==> config.mk <==
export PLATFORM = sky130hd
export DESIGN_NAME = p405s_timer_spr_arb
export DESIGN_NICKNAME = d
export VERILOG_FILES = /design/src/rtl/p405s_timer_spr_arb.sv
export SDC_FILE = /design/constraint.sdc
export NUM_CORES = 1
export LEC_CHECK = 0
export CAP_MARGIN = 30
export CORE_ASPECT_RATIO = 1.75
export CORE_MARGIN = 2
export CORE_UTILIZATION = 30
export CTS_BUF_LIST = sky130_fd_sc_hd__clkbuf_8
export CTS_CLUSTER_DIAMETER = 120
export DETAILED_ROUTE_END_ITERATION = 8
export PLACE_DENSITY = 0.7
export SKIP_CTS_REPAIR_TIMING = 1
export SLEW_MARGIN = 20
export SYNTH_ARGS = -nofsm -noshare
export SYNTH_HDL_FRONTEND = slang
export SYNTH_SLANG_ARGS = --single-unit
==> constraint.sdc <==
create_clock -name CB -period 4 [get_ports CB]
set_clock_uncertainty 0.1 [all_clocks]
set_input_delay 0.4 -clock CB [delete_from_list [all_inputs] [get_ports CB]]
set_output_delay 0.4 -clock CB [all_outputs]
set_load 0.005 [all_outputs]
==> src/rtl/p405s_timer_spr_arb.sv <==
// rtl/p405s_timer_spr_arb.sv - core/debug arbiter and sequencer for timer SPR accesses
// Optional core stall while debug freezes: define P405S_TIMER_SPR_ARB_FREEZE_EN.
module p405s_timer_spr_arb #(
    parameter int STARVE_LIMIT = 4
) (
    input  logic        CB,
    input  logic        resetCore,
    input  logic        coreReq,
    input  logic        coreWr,
    input  logic [0:5]  coreSel,
    input  logic [0:31] coreData,
    output logic        coreAck,
    output logic [0:31] coreRdData,
    input  logic        dbgReq,
    input  logic        dbgWr,
    input  logic [2:0]  dbgSel,
    input  logic [0:31] dbgData,
    input  logic        dbgFreeze,
    output logic        dbgAck,
    output logic        dbgErr,
    output logic [0:31] dbgRdData,
    input  logic [0:31] TIM_sprDataBus,
    output logic [0:5]  ARB_timSprDcds,
    output logic [0:31] ARB_sprDataBus,
    output logic        ARB_mtSPR,
    output logic        ARB_sprHold
);

    typedef enum logic [1:0] {IDLE, ACC, RSP} state_t;

    localparam logic [2:0] LIMIT = 3'(STARVE_LIMIT);

    state_t      state;
    logic [2:0]  starveCnt;
    logic        capDbg;
    logic        capWr;
    logic        capErr;

    logic        coreOk;
    logic        grantCore;
    logic        grantDbg;
    logic [0:5]  dbgDec;
    logic        dbgIllegal;
    logic [0:5]  selNext;
    logic        wrNext;
    logic [0:31] dataNext;
    logic [0:31] rdValue;

`ifdef P405S_TIMER_SPR_ARB_FREEZE_EN
    assign coreOk = coreReq & ~dbgFreeze;
`else
    logic unusedFreeze;
    assign unusedFreeze = dbgFreeze;
    assign coreOk       = coreReq;
`endif

    // Core has fixed priority until debug has watched LIMIT core grants go by.
    assign grantCore = coreOk && !(dbgReq && (starveCnt == LIMIT));
    assign grantDbg  = dbgReq && !grantCore;

    always_comb begin
        dbgDec     = 6'b000000;
        dbgIllegal = 1'b0;
        case (dbgSel)
            3'd0:    dbgDec = 6'b100000;
            3'd1:    dbgDec = 6'b010000;
            3'd2:    dbgDec = 6'b001000;
            3'd3:    dbgDec = 6'b000100;
            3'd4:    dbgDec = 6'b000010;
            3'd5:    dbgDec = 6'b000001;
            default: dbgIllegal = 1'b1;
        endcase
    end

    assign selNext  = grantCore ? coreSel  : dbgDec;
    assign wrNext   = grantCore ? coreWr   : dbgWr;
    assign dataNext = grantCore ? coreData : dbgData;

    // With no decode active the timer mux carries nothing meaningful, so reads return zero.
    assign rdValue = (capWr || (ARB_timSprDcds == 6'b000000)) ? 32'h0 : TIM_sprDataBus;

    always_ff @(posedge CB) begin
        if (resetCore) begin
            state          <= IDLE;
            starveCnt      <= 3'd0;
            capDbg         <= 1'b0;
            capWr          <= 1'b0;
            capErr         <= 1'b0;
            coreAck        <= 1'b0;
            coreRdData     <= 32'h0;
            dbgAck         <= 1'b0;
            dbgErr         <= 1'b0;
            dbgRdData      <= 32'h0;
            ARB_timSprDcds <= 6'b000000;
            ARB_sprDataBus <= 32'h0;
            ARB_mtSPR      <= 1'b0;
            ARB_sprHold    <= 1'b1;
        end else begin
            case (state)
                IDLE: begin
                    if (grantCore || grantDbg) begin
                        capDbg         <= grantDbg;
                        capWr          <= wrNext;
                        capErr         <= grantDbg && dbgIllegal;
                        ARB_timSprDcds <= selNext;
                        ARB_sprDataBus <= dataNext;
                        ARB_mtSPR      <= wrNext;
                        ARB_sprHold    <= !(wrNext && (selNext != 6'b000000));
                        state          <= ACC;
                        if (grantCore && dbgReq)
                            starveCnt <= (starveCnt == LIMIT) ? starveCnt : starveCnt + 3'd1;
                        else
                            starveCnt <= 3'd0;
                    end
                end
                ACC: begin
                    coreAck        <= !capDbg;
                    dbgAck         <= capDbg;
                    dbgErr         <= capDbg && capErr;
                    coreRdData     <= capDbg ? 32'h0 : rdValue;
                    dbgRdData      <= capDbg ? rdValue : 32'h0;
                    ARB_timSprDcds <= 6'b000000;
                    ARB_sprDataBus <= 32'h0;
                    ARB_mtSPR      <= 1'b0;
                    ARB_sprHold    <= 1'b1;
                    state          <= RSP;
                end
                RSP: begin
                    coreAck    <= 1'b0;
                    dbgAck     <= 1'b0;
                    dbgErr     <= 1'b0;
                    coreRdData <= 32'h0;
                    dbgRdData  <= 32'h0;
                    state      <= IDLE;
                end
                default: state <= IDLE;
            endcase
        end
    end

endmodule

==> results.toml, run 1 <==
[setup_path]
path_class = "reg2reg"
path_buf_inv = 3
crit_family = "buffers and inverters"
crit_chain = "inv_1 > ha_2 > buf_4 > nand4bb_1 > a21oi_4 > buf_16 > a21oi_1 > nor2_1"
worstSetupEndpointType = "flip-flop"
start_kind = "flip-flop"
slowest_stage = "buf_4"
cp_max_fo = 69
slowest_delay_ns = 0.56
arrival_ns = 2.87
crit_required_ns = 4.25

[job]
cap_violations = 0

[sta]
slew_headroom_pct = 36.0
period_needed_ns = 2.63
finalMaxSlewViolations = 0
hold_viol_final = 0
period_share_pct = 65.7
holdWs_ns = 0.186
rsz0062_at_grt = "no"
fmax_mhz = 381
finalSetupTns_ns = 0
tightest_slew_ns = 0.951
setup_viol = 0
worst_slack_ns = 1.37

[synthesis]
synth-edff-count = 0
synth_cell_types = 32
postSynthAreaPerCell_um2 = 9.29
yosysTopAreaCell = "dfxtp_1"
synth.top_cell.area_share_pct = 50.1
ys_warn_count = 0
seq_area_frac_synth_pct = 50.1
synth-main-ff-cell = "dfxtp_1"
ys_top_cells_by_area = "dfxtp_1 50%, nor2b_1 9.0%, mux2i_1 8.5%"
syn_area_mm2 = 0.00460
synthesis.nets = 612
synthArstFlopShare_pct = 0
syn_inst = 495
synth_seq_cells = 115

[grt]
grt_pass1_vias = 4492
grt_max_degree = 77
overflow = 0
antenna_found_initial = 0
grt_usage_pct = 16.9
grt_pass1_wl_um = 22800

[floorplanning]
die_h_um = 168
die_x_um = 97.6
die_area_mm2 = 0.0164
coreArea_mm2 = 0.0149
initial_core_util_pct = 30.8
core.rowCount = 59
io_pins = 219

[drt]
drc = 0
vias = 4359
drt_iter0_drc = 105
avgViaCountPerCell = 4.86
wire_per_inst_um = 15.6
ant_nets = 0
drt_pass1_iterations = 5
drt-total-wl_um = 14000

[pwr]
ir_drop_mv = 0.250
total_power_uw = 2780
p_per_area_mw_per_mm2 = 380
p_leak_uw = 0.00275

[clock_network]
clk-insertion-delay-late_ns = 0.42
cts_root_buffer = "clkbuf_8"
cts_tree = "built"
cts.sinks = 115
cts.path.max_buffers = 2
htree_levels = 4
clkSlewWorstSetupHoldPaths_ns = 0.08
numCtsBuffers = 17

[min_path]
min_path_type = "in2reg"

[final_layout]
syn2layout_area_growth_pct = 59.1
fin_area_mm2 = 0.00732
n_antenna_cell = 0
drive_above_1_share_pct = 6.30
nets = 818

[place]
routabilityCongestion = 0.787
place.detailed.hpwl_um = 9880
place_area_mm2 = 0.00689
place_ws_ns = 1.08
numPortBuffers = 217

[status]
status = "complete, no violations"
-- power by group --
group	leakage (uW)	internal (uW)	switching, uW
combinational	0.00163	282	233
clock	0.000181	457	562
sequential	0.000934	1210	34.0
total	0.00275	1950	829
-- worst reg2reg max path: stages, from the launching register on --
cell	delay, ns
dfxtp_1	0.35
inv_1	0.07
ha_2	0.32
buf_4	0.56
nand4bb_1	0.27
a21oi_4	0.46
buf_16	0.22
a21oi_1	0.09
nor2_1	0.10
-- cell families after synthesis --
family | count (synthesis) | share of synthesized area (%)
flip-flops | 115 | 50.1
adder cells (fa/ha/maj) | 5 | 1.36
AND/OR/NAND/NOR | 172 | 19.0
AO/OA/AOI/OAI | 123 | 17.1
multiplexers | 39 | 8.49
buffers and inverters | 41 | 3.92
-- layout by cell type, fill, tap and decap left out, types with 2 or more instances in the layout --
master,n
nand4_1,2
nand2b_1,3
clkdlybuf4s50_1,216
buf_4,5
nor2b_1,66
inv_8,3
a32oi_1,3
ha_1,4
buf_16,2
inv_6,8
clkbuf_8,17
nand2_1,6
mux2i_1,39
nor2_1,76
dfxtp_1,115
clkinvlp_4,3
a21oi_1,74
nor3b_1,3
inv_1,4
nand3_1,2
and2_1,2
o2bb2ai_1,39
nor3_1,2
nand3b_1,2
nor4_1,2
a21oi_4,2
-- registers in the layout (all words and copies together) (netlist names) --
register        count
capDbg              1
coreRdData         32
capWr               1
ARB_sprHold         1
starveCnt           3
state               2
coreAck             1
dbgAck              1
ARB_timSprDcds      6
ARB_mtSPR           1
capErr              1
dbgRdData          32
dbgErr              1
ARB_sprDataBus     32
-- stage by stage --
step	cells	util [%]
after floorplan	495	-
after global placement	863	46.2
after detailed placement	863	46.2
after CTS	895	48.7
after global routing	897	49.1
final	897	49.1
-- final timing paths --
kind                                          from                  to  depth (start not counted)  slack [ns]
worst max-delay path                      state[1]        dbgRdData[1]                          8        1.37
worst min-delay path                     resetCore            state[0]                          3        0.19
worst max register to register            state[1]        dbgRdData[1]                          8        1.37
worst min register to register  ARB_sprDataBus[20]  ARB_sprDataBus[20]                          1        0.37
-- per-layer routing --
layer | global-route usage, % | up-vias | share of wire [%]
li1 | - | 2138 | -
met1 | 18.3 | 2033 | 39
met2 | 30.2 | 172 | 52
met3 | 5.77 | 16 | 7.5
met4 | 6.04 | 0 | 1.6
met5 | 0 | - | 0
-- cell usage after synthesis, types with 4 or more instances --
cell type  number
o2bb2ai_1      39
ha_1            5
buf_4           4
nand2_1         7
dfxtp_1       115
a21oi_1        75
nor2_1         77
mux2i_1        39
clkbuf_1       20
buf_1           4
nor2b_1        66
inv_1           4
buf_2           9
-- final cells by class --
cell class	instances	area [um2]
fillers	1395	7590
flip-flops and latches	115	2300
repair buffers	224	2260
multi-input cells	339	2140
clock buffers	17	234
well taps	183	229
clock inverters	15	135
inverters	4	15.0
Note: power is estimated with default switching activity, not from simulation.
==> run 2, diff against run 1 <==
- clock period: 4 -> 2.7 ns (I/O delays scaled with it)
==> run 2 against run 1 <==
Net effect: final cell count grew 0.22%; sequential share of layout area decreased by 0.18 points; core utilization increased by 0.29 points; first-iteration DRC count is 3.8% higher; sequential power up 48%; register-to-register slack got worse by 0.84 ns; cell area increased by 0.58%; combinational power is 47% higher; flip-flop and latch count unchanged; critical path type unchanged; largest power group unchanged; hold slack worse by 0.0014 ns; via count decreased by 1.9%; fmax increased by 21%.
==> results.toml, run 2 (same netlist as run 1, synthesis figures left out) <==
[status]
status = "complete, no violations"

[drt]
drt_pass1_iterations = 4
avgViaCountPerCell = 4.76
drt_iter0_drc = 109
ant_nets = 0
wire_per_inst_um = 15.3
drc = 0
drt-total-wl_um = 13800
vias = 4276

[setup_path]
worstSetupEndpointType = "flip-flop"
r2r-start = "state[1]"
slowest_delay_ns = 0.49
worst-r2r-cell-count = 7
r2r-end = "coreRdData[0]"
arrival_ns = 2.40
path_class = "reg2reg"
crit_required_ns = 2.94
crit_chain = "inv_1 > ha_2 > or4b_1 > a21oi_4 > buf_4 > a21oi_1 > nor2_1"
path_buf_inv = 2
crit_cells = 7
crit_family = "simple AND/OR/NAND/NOR gates"
r2r_setup_slack_ns = 0.54
slowest_stage = "or4b_1"
critPathLaunch = "state[1]"
start_kind = "flip-flop"
cp_max_fo = 32
endpoint = "coreRdData[0]"

[final_layout]
layout_common_cells = "216 x clkdlybuf4s50_1, 115 x dfxtp_1, 76 x nor2_1"
mostFrequentLayoutCell = "clkdlybuf4s50_1"
stdcell_count = 899
fin_area_mm2 = 0.00736
top_regs = "ARB_sprDataBus: 32 flops, coreRdData: 32 flops, dbgRdData: 32 flops"
nets = 820
syn2layout_area_growth_pct = 60.1
drive_above_1_share_pct = 6.56
n_antenna_cell = 0

[sta]
hold_viol_final = 0
slew_headroom_pct = 54.5
finalMaxSlewViolations = 0
fmax_mhz = 462
tightest_slew_ns = 0.683
period_share_pct = 80.1
rsz0062_at_grt = "no"
worst_slack_ns = 0.537
finalSetupTns_ns = 0
holdWs_ns = 0.184
period_needed_ns = 2.16
setup_viol = 0

[grt]
grt_pass1_vias = 4635
grt_usage_pct = 17.0
antenna_found_initial = 0
grt_max_degree = 69
grt_pass1_wl_um = 22900
overflow = 0

[place]
post-place-cells = 867
routabilityCongestion = 0.761
place_ws_ns = 0.516
place_area_mm2 = 0.00694
place.detailed.hpwl_um = 9930
numPortBuffers = 217

[clock_network]
clkSlewWorstSetupHoldPaths_ns = 0.08
clk-insertion-delay-late_ns = 0.41
cts.path.max_buffers = 2
htree_levels = 4
numCtsBuffers = 17
cts_root_buffer = "clkbuf_8"
cts.sinks = 115
cts_tree = "built"

[floorplanning]
die_x_um = 97.6
coreArea_mm2 = 0.0149
initial_core_util_pct = 30.8
core.rowCount = 59
io_pins = 219
die_area_mm2 = 0.0164
die_h_um = 168

[min_path]
hold_depth = 2
min_path_type = "in2reg"

[pwr]
p_leak_uw = 0.00277
ir_drop_mv = 0.359
p_per_area_mw_per_mm2 = 583

[job]
cap_violations = 0
[run 2: cell types whose count changed in the layout (fill, tap and decap cells not counted), sizes merged]
| cell | delta |
|---|---|
| buf | +2 |
| bufinv | +3 |
| clkbuf | +1 |
| clkinv | +2 |
| clkinvlp | +2 |
| inv | -8 |
[run 2: layer usage]
metal	wire [um]	track usage, %
met2	7220	31.4
met3	944	5.60
met1	5340	17.7
met5	0	0
met4	273	6.52
[run 2: through the flow]
step / total power (uW) / utilization (%)
floorplan: 2200 / -
global placement: 2620 / 46.5
detailed placement: 2650 / 46.5
CTS: 4380 / 49.4
global route: 4530 / 49.4
finish: 4290 / 49.4
[run 2: cell type report]
cell class	count	area, um2
fillers	1395	7550
flip-flops and latches	115	2300
repair buffers	226	2250
multi-input cells	339	2140
clock buffers	18	248
well taps	183	229
clock inverters	14	176
inverters	4	15.0
[run 2: how the worst min path moves through the flow]
| stage | from | endpoint | slack, ns |
|---|---|---|---|
| 5_1_grt | resetCore | dbgRdData[6] | 0.18 |
| 2_1_floorplan | TIM_sprDataBus[0] | coreRdData[0] | 0.31 |
| 6_report | resetCore | coreRdData[6] | 0.18 |
| 4_1_cts | resetCore | coreRdData[6] | 0.16 |
| 3_5_place_dp | ARB_sprDataBus[20] | ARB_sprDataBus[20] | 0.35 |
| 3_3_place_gp | ARB_sprDataBus[19] | ARB_sprDataBus[19] | 0.35 |
[run 2: power by group]
part | switching [uW] | leakage, uW | internal, uW
registers | 50.1 | 0.000934 | 1790
clock network | 749 | 0.000198 | 946
logic | 338 | 0.00163 | 416
total | 1140 | 0.00277 | 3160
[run 2: worst reg2reg max path: stages (launching register included)]
cell,delay (ns)
dfxtp_1,0.36
inv_1,0.08
ha_2,0.34
or4b_1,0.49
a21oi_4,0.13
buf_4,0.36
a21oi_1,0.14
nor2_1,0.11
==> run 3, diff against run 2 <==
- PLACE_DENSITY: 0.7 -> 0.72
- clock period: 2.7 -> 1.8 ns (I/O delays scaled with it)
==> run 3 against run 2 <==
Net effect: the run now ends with setup timing left; sequential power is 51% higher; register-to-register slack worse by 0.64 ns; flip-flop and latch count stayed put; non-clock buffer count is 15 higher; combinational power is 75% higher; cell area is 5.9% higher; power is 64% higher; fmax is 14% higher; count of clock-buffer cells in the layout is 1 higher; first-iteration DRC count is 2.8% higher; critical path type unchanged.
==> results.toml, run 3 (same netlist as run 1, synthesis figures left out) <==
[status]
status = "finished, violations left"
failed_checks = "setup timing"

[pwr]
p_leak_uw = 0.00295
total_power_uw = 7030
ir_drop_mv = 0.697
p_per_area_mw_per_mm2 = 902

[setup_path]
r2r-end = "coreRdData[25]"
cp_max_fo = 8
r2r_setup_slack_ns = -0.10
r2r-start = "state[1]"
worst-r2r-cell-count = 8
worstSetupEndpointType = "flip-flop"
start_kind = "flip-flop"
crit_required_ns = 2.05
arrival_ns = 2.15
path_class = "reg2reg"

[sta]
setup_viol = 49
finalSetupTns_ns = -2.67
tightest_slew_ns = 0.458
slew_headroom_pct = 69.5
period_share_pct = 106
finalMaxSlewViolations = 0
holdWs_ns = 0.215
fmax_mhz = 525
hold_viol_final = 0
period_needed_ns = 1.90
worst_slack_ns = -0.104
rsz0062_at_grt = "yes"

[final_layout]
multi_input_area_mm2 = 0.00225
nFillCells = 1359
n_antenna_cell = 0
nets = 835
layout_common_cells = "216 x clkdlybuf4s50_1, 113 x dfxtp_1, 76 x nor2_1"
drive_above_1_share_pct = 11.9
syn2layout_area_growth_pct = 69.5
top_regs = "ARB_sprDataBus: 32 flops, coreRdData: 32 flops, dbgRdData: 32 flops"
fin_area_mm2 = 0.00779
seq_area_mm2 = 0.00230
mostFrequentLayoutCell = "clkdlybuf4s50_1"

[drt]
vias = 4396
wire_per_inst_um = 16.0
drt_iter0_drc = 112
avgViaCountPerCell = 4.81
drt-total-wl_um = 14600
drc = 0
drt_pass1_iterations = 4
ant_nets = 0

[floorplanning]
die_x_um = 97.6
coreArea_mm2 = 0.0149
initial_core_util_pct = 30.8
io_pins = 219
die_area_mm2 = 0.0164
die_h_um = 168
core.rowCount = 59

[place]
place_ws_ns = -0.112
routabilityCongestion = 0.807
place_area_mm2 = 0.00707
numPortBuffers = 217
place.detailed.hpwl_um = 9930

[clock_network]
numCtsBuffers = 17
clk-insertion-delay-late_ns = 0.42
cts_tree = "built"
cts_root_buffer = "clkbuf_8"
cts.sinks = 115
htree_levels = 4
cts.path.max_buffers = 2
clkSlewWorstSetupHoldPaths_ns = 0.07

[grt]
grt_usage_pct = 16.4
grt_pass1_wl_um = 21900
grt_pass1_vias = 4426
grt_max_degree = 56
antenna_found_initial = 0
overflow = 0

[min_path]
min_path_type = "in2reg"
worst_hold_path.endpoint = "capDbg"
worstHoldStart = "resetCore"
hold_depth = 3

[job]
cap_violations = 0
==> run 3: changes by cell type in the layout (fill, tap and decap cells not counted), moves of 3 or more <==
cell	delta
a21oi_1	-21
a21oi_2	+20
buf_12	+7
buf_4	+3
bufinv_16	+3
clkbuf_16	+3
clkinvlp_4	-3
==> run 3: worst max-delay path, stage by stage, from the launching register on <==
cell and delay, ns:
dfxtp_2 0.35, inv_2 0.06, ha_4 0.25, or4b_4 0.46
a21oi_4 0.15, buf_12 0.14, clkbuf_16 0.17, a21oi_1 0.07
nor2_1 0.08
==> run 3: how the worst max path moves through the flow <==
stage                   from             end  slack (ns)  cells after the start
floorplan           state[1]  coreRdData[10]        0.01                      7
global placement    state[1]   coreRdData[8]       -0.04                      7
detailed placement  state[0]  coreRdData[19]       -0.11                      7
CTS                 state[0]  coreRdData[19]       -0.12                      7
global route        state[1]  coreRdData[11]       -0.18                      8
finish              state[1]  coreRdData[25]       -0.10                      8
==> run 3: report_power, final <==
| part | leakage (uW) | total [uW] | switching (uW) | internal, uW |
|---|---|---|---|---|
| combinational | 0.00178 | 1320 | 575 | 745 |
| clock | 0.000239 | 2940 | 1080 | 1860 |
| sequential | 0.000935 | 2770 | 79.6 | 2690 |
| total | 0.00295 | 7030 | 1730 | 5300 |
==> run 3: cell type report <==
type	count	area share [%]
Inverter	4	0.193
Clock inverter	12	2.91
Clock buffer	19	3.35
Sequential cell	115	29.6
Multi-Input combinational cell	339	28.8
Tap cell	183	2.94
Timing Repair Buffer	241	32.2
==> run 3: through the flow <==
step / instances / utilization [%]
after CTS: 907 / 50.7
final: 913 / 52.3
after global placement: 876 / 47.4
after floorplan: 495 / -
after global routing: 913 / 52.3
after detailed placement: 876 / 47.4
==> run 3: routing by layer <==
metal,vias up,global-route usage (%),wire [um]
met5,-,0,0
met4,0,6.70,351
li1,2161,-,-
met2,168,30.0,7790
met3,22,4.94,951
met1,2045,17.4,5470
